===== config.mk =====
export PLATFORM = sky130hd
export DESIGN_NAME = exc_ctrl
export DESIGN_NICKNAME = d
export VERILOG_FILES = /design/src/rtl/exc_ctrl.sv
export SDC_FILE = /design/constraint.sdc
export NUM_CORES = 1
export LEC_CHECK = 0
export ABC_AREA = 1
export BUFFER_PORTS_ARGS = -buffer_cell sky130_fd_sc_hd__buf_2
export CAP_MARGIN = 25
export CORE_ASPECT_RATIO = 0.75
export CORE_MARGIN = 5
export CORE_UTILIZATION = 35
export DETAILED_ROUTE_END_ITERATION = 7
export MAX_ROUTING_LAYER = met4
export PLACE_DENSITY = 0.7
export REMOVE_ABC_BUFFERS = 1
export SLEW_MARGIN = 40
export SYNTH_ARGS = -nofsm -noshare
export SYNTH_HDL_FRONTEND = slang
export SYNTH_SLANG_ARGS = --single-unit

===== constraint.sdc =====
create_clock -name clk -period 5.2 [get_ports clk]
set_input_delay 1.04 -clock clk [delete_from_list [all_inputs] [get_ports clk]]
set_output_delay 1.04 -clock clk [all_outputs]
set_load 0.01 [all_outputs]

===== src/rtl/exc_ctrl.sv =====
// MEM-stage exception/interrupt controller: prioritises exceptions, drives CP0 type, flush, redirect PC and stalls.
// Optional macro EXC_PEND_INT_EN keeps an interrupt raised during a bubble pending until a real instruction arrives.
module exc_ctrl #(
   parameter logic [31:0] EXC_VECTOR   = 32'h0000_0020,
   parameter int          FLUSH_CYCLES = 1
) (
   input  logic        clk,
   input  logic        rst,
   input  logic        mem_valid_i,
   input  logic [4:0]  exc_flags_i,
   input  logic [31:0] current_inst_addr_i,
   input  logic [31:0] cp0_status_i,
   input  logic [31:0] cp0_cause_i,
   input  logic [31:0] cp0_epc_i,
   input  logic        wb_cp0_we_i,
   input  logic [4:0]  wb_cp0_waddr_i,
   input  logic [31:0] wb_cp0_data_i,
   input  logic        stallreq_id_i,
   input  logic        stallreq_ex_i,
   output logic [31:0] excepttype_o,
   output logic        flush_o,
   output logic [31:0] new_pc_o,
   output logic [5:0]  stall_o
);

   typedef enum logic {S_IDLE, S_FLUSH} state_t;

   localparam logic [31:0] EXC_NONE     = 32'h0;
   localparam logic [31:0] EXC_INT      = 32'h1;
   localparam logic [31:0] EXC_SYSCALL  = 32'h8;
   localparam logic [31:0] EXC_INVALID  = 32'ha;
   localparam logic [31:0] EXC_TRAP     = 32'hd;
   localparam logic [31:0] EXC_OVERFLOW = 32'hc;
   localparam logic [31:0] EXC_ERET     = 32'he;
   localparam logic [1:0]  CNT_INIT     = 2'(FLUSH_CYCLES - 1);

   state_t      state;
   logic [1:0]  cnt;
   logic [31:0] pc_lat;

   logic [31:0] status_eff, cause_eff, epc_eff;
   logic        int_mask_ok, int_cond, int_take, idle_hit;
   logic [31:0] exc_code, redirect_pc;

   always_comb begin
      // NOTE: every always_comb output gets a default first so no path can infer a latch.
      status_eff = cp0_status_i;
      epc_eff    = cp0_epc_i;
      cause_eff  = cp0_cause_i;
      if (wb_cp0_we_i && wb_cp0_waddr_i == 5'd12) status_eff = wb_cp0_data_i;
      if (wb_cp0_we_i && wb_cp0_waddr_i == 5'd14) epc_eff = wb_cp0_data_i;
      if (wb_cp0_we_i && wb_cp0_waddr_i == 5'd13) begin
         cause_eff[9:8]   = wb_cp0_data_i[9:8];
         cause_eff[23:22] = wb_cp0_data_i[23:22];
      end
   end

   assign int_mask_ok = status_eff[0] && !status_eff[1];
   assign int_cond    = (|(cause_eff[15:8] & status_eff[15:8])) && int_mask_ok;

`ifdef EXC_PEND_INT_EN
   logic int_pend;

   // Mask check on the pending path lets a same-cycle IE clear suppress the interrupt.
   assign int_take = mem_valid_i && (int_cond || (int_pend && int_mask_ok));

   always_ff @(posedge clk or negedge rst) begin
      if (!rst)
         int_pend <= 1'b0;
      else if ((idle_hit && exc_code == EXC_INT) || !int_mask_ok)
         int_pend <= 1'b0;
      else if (int_cond && !mem_valid_i)
         int_pend <= 1'b1;
   end
`else
   assign int_take = mem_valid_i && int_cond;
`endif

   always_comb begin
      exc_code = EXC_NONE;
      if (mem_valid_i) begin
         if (int_take)            exc_code = EXC_INT;
         else if (exc_flags_i[0]) exc_code = EXC_SYSCALL;
         else if (exc_flags_i[1]) exc_code = EXC_INVALID;
         else if (exc_flags_i[2]) exc_code = EXC_TRAP;
         else if (exc_flags_i[3]) exc_code = EXC_OVERFLOW;
         else if (exc_flags_i[4]) exc_code = EXC_ERET;
      end
   end

   assign redirect_pc = (exc_code == EXC_ERET) ? epc_eff : EXC_VECTOR;

   // Outputs are gated by rst so that asserting reset mid-flush silences them at once.
   assign idle_hit     = rst && (state == S_IDLE) && (exc_code != EXC_NONE);
   assign excepttype_o = idle_hit ? exc_code : EXC_NONE;
   assign flush_o      = rst && ((state == S_FLUSH) || idle_hit);

   always_comb begin
      new_pc_o = 32'h0;
      stall_o  = 6'b000000;
      if (rst) begin
         if (state == S_FLUSH)   new_pc_o = pc_lat;
         else if (idle_hit)      new_pc_o = redirect_pc;
         if (!flush_o) begin
            if (stallreq_ex_i)      stall_o = 6'b001111;
            else if (stallreq_id_i) stall_o = 6'b000111;
         end
      end
   end

   always_ff @(posedge clk or negedge rst) begin
      // NOTE: sequential state uses non-blocking assignments so every register samples pre-edge values.
      if (!rst) begin
         state  <= S_IDLE;
         cnt    <= 2'd0;
         pc_lat <= 32'h0;
      end else begin
         case (state)
            S_IDLE: begin
               if (idle_hit) begin
                  pc_lat <= redirect_pc;
                  if (FLUSH_CYCLES > 1) begin
                     state <= S_FLUSH;
                     cnt   <= CNT_INIT;
                  end
               end
            end
            S_FLUSH: begin
               if (cnt <= 2'd1) begin
                  state <= S_IDLE;
                  cnt   <= 2'd0;
               end else begin
                  cnt <= cnt - 2'd1;
               end
            end
            default: state <= S_IDLE;
         endcase
      end
   end

   // CP0 samples the faulting PC itself; the remaining register bits carry no meaning here.
   logic unused_bits;
   assign unused_bits = ^{current_inst_addr_i, cause_eff[31:16], cause_eff[7:0],
                          status_eff[31:16], status_eff[7:2]};

endmodule

==> results of run 1 <==
==> logic make-up after synthesis <==
logic type | Yosys count | share of synthesized area (%)
mux | 23 | 8.06
simple gates | 268 | 36.7
buf+inv | 125 | 20.0
flops | 35 | 27.4
compound gates | 48 | 7.67
other cells | 1 | 0.117
==> flip-flops by register name (all words and copies together) (netlist names) <==
| name | cells |
|---|---|
| cnt | 2 |
| pc_lat | 32 |
| state | 1 |
==> how the worst min path moves through the flow <==
stage	startpoint	to	depth (start not counted)
2_1_floorplan	cnt[1]	state	2
3_3_place_gp	cnt[1]	state	2
3_5_place_dp	pc_lat[5]	pc_lat[5]	2
4_1_cts	pc_lat[18]	pc_lat[18]	2
5_1_grt	cnt[1]	state	2
6_report	pc_lat[21]	pc_lat[21]	2
==> cell usage in the layout (no fill, tap or decap) <==
cell type  count
a211oi_1       1
a21boi_0       1
a21oi_1        3
buf_12         1
buf_2        138
buf_4          6
clkbuf_1       1
clkbuf_16      5
conb_1        30
dfrtp_1       35
diode_2        1
inv_1         61
inv_2          2
mux2_2        22
mux2i_1        1
nand2_1      102
nand2_4        3
nand3_1       17
nand3_4        1
nand3b_1       1
nand4_1       35
nor2_1       104
nor2_4         2
nor3_1         2
nor3_2         1
o21ai_0       21
o21ai_1       22
==> per-stage QoR <==
| stage | setup slack (ps) | utilization (%) |
|---|---|---|
| 2_1_floorplan | 707 | - |
| 3_3_place_gp | 758 | 42.4 |
| 3_5_place_dp | 701 | 42.4 |
| 4_1_cts | 694 | 43.8 |
| 5_1_grt | 369 | 43.8 |
| 6_report | 668 | 43.8 |
==> final cells by class <==
type | count | area (um2) | area share, %
antenna | 1 | 2.50 | 0.0636
sequential | 35 | 876 | 22.3
timing repair buffer | 145 | 756 | 19.2
clock buffer | 6 | 129 | 3.28
multi-input combinational | 369 | 1790 | 45.6
tap | 112 | 140 | 3.56
inverter | 63 | 236 | 6.01
==> metal layers <==
layer / track usage (%) / vias to the layer above
li1: - / 1763
met1: 22.1 / 1506
met2: 28.1 / 104
met3: 3.54 / 6
met4: 2.26 / 0
met5: - / -
==> synthesized netlist by cell type, drive strengths merged <==
library cell | number | area (um2)
nand2 | 105 | 417
nand3 | 18 | 103
mux2 | 22 | 248
a21oi | 3 | 15.0
nand4 | 35 | 219
dfrtp | 35 | 876
inv | 63 | 236
nor3 | 3 | 15.0
mux2i | 1 | 10.0
conb | 1 | 3.75
nand3b | 1 | 7.51
buf | 49 | 355
a211oi | 1 | 7.51
a21boi | 1 | 7.51
nor2 | 106 | 413
o21ai | 43 | 215
clkbuf | 13 | 48.8
==> critical path, stage by stage <==
cell,delay [ps]
buf_2,100
inv_2,50
nand2_1,80
nor2_4,260
nand3_1,120
nand3_1,100
nand2_1,90
nor2_1,110
nand2_1,100
nand2_4,350
nand3_4,170
nand2_4,230
buf_4,310
nor2_1,60
nor2_1,100
nor2_1,40
buf_2,150
==> power by group through the flow <==
| stage | combinational [mW] | clock [mW] | sequential [mW] |
|---|---|---|---|
| 4_1_cts | 0.137 | 0.282 | 0.276 |
| 5_1_grt | 0.154 | 0.289 | 0.276 |
| 3_3_place_gp | 0.133 | 0 | 0.280 |
| 2_1_floorplan | 0.0689 | 0 | 0.280 |
| 6_report | 0.137 | 0.269 | 0.276 |
| 3_5_place_dp | 0.136 | 0 | 0.280 |
==> results.cfg, run 1 <==
[sta]
drv_slew = 0
finClkSkew_ps = 2.34
fin_crit_sh_pct = 87.2
setup_viol = 0
period_needed_ps = 4530
rsz0062_at_grt = false
max_freq_mhz = 221
finalHoldViolCount = 0
worst_pin_slew_ps = 638
tns_ps = 0
maxSlewHeadroom_pct = 57.4
hold_slack_ps = 483

[worst_setup_path]
crit_type = in -> out
start_kind = input pin
startpoint = wb_cp0_waddr_i[4]
end_kind = output pin
arrival_ps = 3490
crit_required_ps = 4160
r2r_start = state
reg2reg_slack_ps = 3400
reg2reg_depth = 6
reg2reg_to = pc_lat[19]
critPathCapture = new_pc_o[30]
path_max_fanout = 37

[cells_and_area]
fin_area_um2 = 3930
fin_nets = 795
area_delta_synth_final_pct = 23.1
n_fill_cell = 952
layout-drive-gt1-share_pct = 29.3
instances_no_fill = 731

[yosys]
ys_ff_latch = 35
syn_area_per_cell_um2 = 6.39
syn_area_um2 = 3200
yosysUniqueCellTypes = 25
ys_seq_area_share_pct = 27.4
postSynthCellCount = 500
ys_warn_count = 0

[global_routing]
grtUsageTotal_pct = 16.9
grt_max_degree = 51
antenna_found_initial = 1
grt_pass1_wl_um = 15500
first_global_vias = 3383
grt-ovfl-total = 0

[clock_tree]
clk_latency_ps = 270
htreeDepth = 2
cts.root.buffer_cell = clkbuf_16
cts_setup_buffers = 0
cts_buffers = 5
clockBufferDepth = 2
cts_tree = built
post_cts_resized = 0
cts_sinks = 35
holdBufCountCts = 0
clk_pin_slew_ps = 50

[detailed_routing]
via_per_inst = 4.62
met3_length_um = 616
wire_per_inst_um = 12.6
wirelength_um = 9190
drtAntennaViolNets = 0
routed-via-count = 3379
drt_first_pass_iters = 4
drtIter0Drc = 156
highest_layer = met4
drcViolationCount = 0
wl_met2_um = 4240
met1Wirelength_um = 4310

[outcome]
status = completed

[floorplanning]
dieArea_um2 = 11200
die_w_um = 120
dieHeight_um = 92.8
io_pins = 247
initial_core_util_pct = 35.6
core_area_um2 = 8970
num_rows = 30

[hold_path]
hp-class = reg -> reg

[power_and_ir_drop]
p_comb_share_pct = 20.1
p_leak_nw = 2.30
ir_worst_vdd_v = 0.000108
seqPwrFrac_pct = 40.5
switching_power_mw = 0.183
power_mw = 0.682
p_per_area_nw_per_um2 = 173
p_sw_share_pct = 26.8
p_int_mw = 0.500
clkPwrFrac_pct = 39.5

[place]
place.gp.congestion = 0.762
dp.cells = 724
dp_hpwl_um = 6740
io_buffers = 138
post_dp_cell_area_um2 = 3800

[run]
maxCapViolCount = 0
Power figures use the tool's default switching activity.
==> inputs of run 2 (changes only) <==
--- a/config.mk
+++ b/config.mk
@@ -10,10 +10,10 @@
 export CAP_MARGIN = 25
 export CORE_ASPECT_RATIO = 0.75
 export CORE_MARGIN = 5
-export CORE_UTILIZATION = 35
+export CORE_UTILIZATION = 44
 export DETAILED_ROUTE_END_ITERATION = 7
 export MAX_ROUTING_LAYER = met4
-export PLACE_DENSITY = 0.7
+export PLACE_DENSITY = 0.86
 export REMOVE_ABC_BUFFERS = 1
 export SLEW_MARGIN = 40
 export SYNTH_ARGS = -nofsm -noshare
==> run 2 against run 1 <==
  * First-iteration DRC count rose by 8.3%
  * Die area is 19% lower
  * Sequential power is essentially flat
  * Largest power group unchanged
==> results.cfg, run 2 (synthesized netlist as in run 1, its figures left out) <==
[detailed_routing]
routed-via-count = 3416
drtAntennaViolNets = 0
drcViolationCount = 0
drtIter0Drc = 169
drt_first_pass_iters = 4
wirelength_um = 9120
wire_per_inst_um = 12.7
via_per_inst = 4.74

[floorplanning]
io_pins = 247
dieArea_um2 = 9090
die_w_um = 108
num_rows = 26
initial_core_util_pct = 46.1
dieHeight_um = 83.8
core_area_um2 = 6930

[worst_setup_path]
reg2reg_to = pc_lat[23]
arrival_ps = 3240
reg2reg_depth = 4
end_kind = output pin
r2r_start = state
crit_required_ps = 4160
path_max_fanout = 59
start_kind = input pin
reg2reg_slack_ps = 3510
crit_type = in -> out

[cells_and_area]
top_regs = pc_lat (32), cnt (2), state (1)
largest_reg_flops = 32
layout_common_cells = 138 x buf_2, 104 x nor2_1, 102 x nand2_1, 61 x inv_1
largest-register = pc_lat
layout-drive-gt1-share_pct = 29.5
fin_area_um2 = 3890
area_delta_synth_final_pct = 21.7
layout_commonest_cell = buf_2
fin_nets = 795

[clock_tree]
clk_latency_ps = 270
clockBufferDepth = 2
cts_tree = built
htreeDepth = 2
cts_sinks = 35
post_cts_resized = 0
holdBufCountCts = 0
cts_setup_buffers = 0
cts.root.buffer_cell = clkbuf_8
clk_pin_slew_ps = 60
cts_buffers = 5

[global_routing]
gr-usage-met2_pct = 32.6
first_global_vias = 3212
grt_pass1_wl_um = 14800
globalRouteMet1Util_pct = 26.0
grt.busiest_layer = met2
grtUsageTotal_pct = 20.1
antenna_found_initial = 2
grtUsageMet3_pct = 4.02
grt-ovfl-total = 0
grt_max_degree = 60

[run]
maxCapViolCount = 0

[hold_path]
min_delay_path_depth = 2
holdCritStartpoint = pc_lat[20]
hold_path_end = pc_lat[20]
hp-class = reg -> reg

[sta]
finClkSkew_ps = 3.34
setup_viol = 0
finalHoldViolCount = 0
worst_pin_slew_ps = 648
drv_slew = 0
max_freq_mhz = 234
maxSlewHeadroom_pct = 56.8
fin_crit_sh_pct = 82.3
tns_ps = 0
period_needed_ps = 4280
rsz0062_at_grt = false

[power_and_ir_drop]
ir_worst_vdd_v = 0.000107
p_per_area_nw_per_um2 = 160
p_leak_nw = 2.29

[outcome]
status = completed

[place]
io_buffers = 138
place.gp.congestion = 0.816
post_dp_cell_area_um2 = 3780
dp_hpwl_um = 6690
==> run 2: cell count changes in the layout (fill, tap and decap cells not counted), sizes merged <==
cell    delta
clkbuf     +2
diode      +1
==> run 2: critical path: stages <==
cell,delay (ps)
buf_2,100
inv_2,50
nand2_1,80
nor2_4,250
nand3_1,150
nand3_1,110
nand2_1,60
nor2_1,90
nand2_1,110
nand2_4,90
nand3_4,90
nand2_4,330
buf_12,290
nor2_1,60
nor2_1,90
nor2_1,40
buf_2,150
==> run 2: worst max-delay path by stage <==
stage | endpoint | slack [ps] | start
finish | new_pc_o[29] | 920 | wb_cp0_waddr_i[4]
global placement | new_pc_o[29] | 1030 | wb_cp0_waddr_i[4]
floorplan | new_pc_o[0] | 710 | mem_valid_i
detailed placement | new_pc_o[29] | 960 | wb_cp0_waddr_i[4]
CTS | new_pc_o[29] | 950 | wb_cp0_waddr_i[4]
global route | new_pc_o[18] | 650 | wb_cp0_waddr_i[4]
==> run 2: routing by layer <==
metal	share of wire (%)	up-vias
li1	-	1759
met1	45	1506
met2	46	143
met3	7.4	8
met4	1.1	0
met5	0	-
==> run 2: area by class of cell <==
type | instances | area (um2)
antenna | 2 | 5.00
tap | 98 | 123
multi-input combinational | 369 | 1790
fill | 662 | 3040
timing repair buffer | 145 | 756
inverter | 63 | 236
sequential | 35 | 876
clock buffer | 8 | 100
==> run 2: where the power goes <==
part / switching, mW / internal, mW
clock network: 0.0894 / 0.121
registers: 0.00119 / 0.274
logic: 0.0847 / 0.0525
total: 0.175 / 0.448
==> run 2: stage by stage <==
step | setup slack [ps] | util, % | hold slack [ps] | power [mW] | std cells
CTS | 949 | 56.1 | 492 | 0.627 | 718
global route | 655 | 56.1 | 516 | 0.659 | 720
finish | 919 | 56.1 | 488 | 0.623 | 720
floorplan | 707 | - | 448 | 0.349 | 467
detailed placement | 956 | 54.6 | 476 | 0.416 | 710
global placement | 1030 | 54.6 | 458 | 0.412 | 710
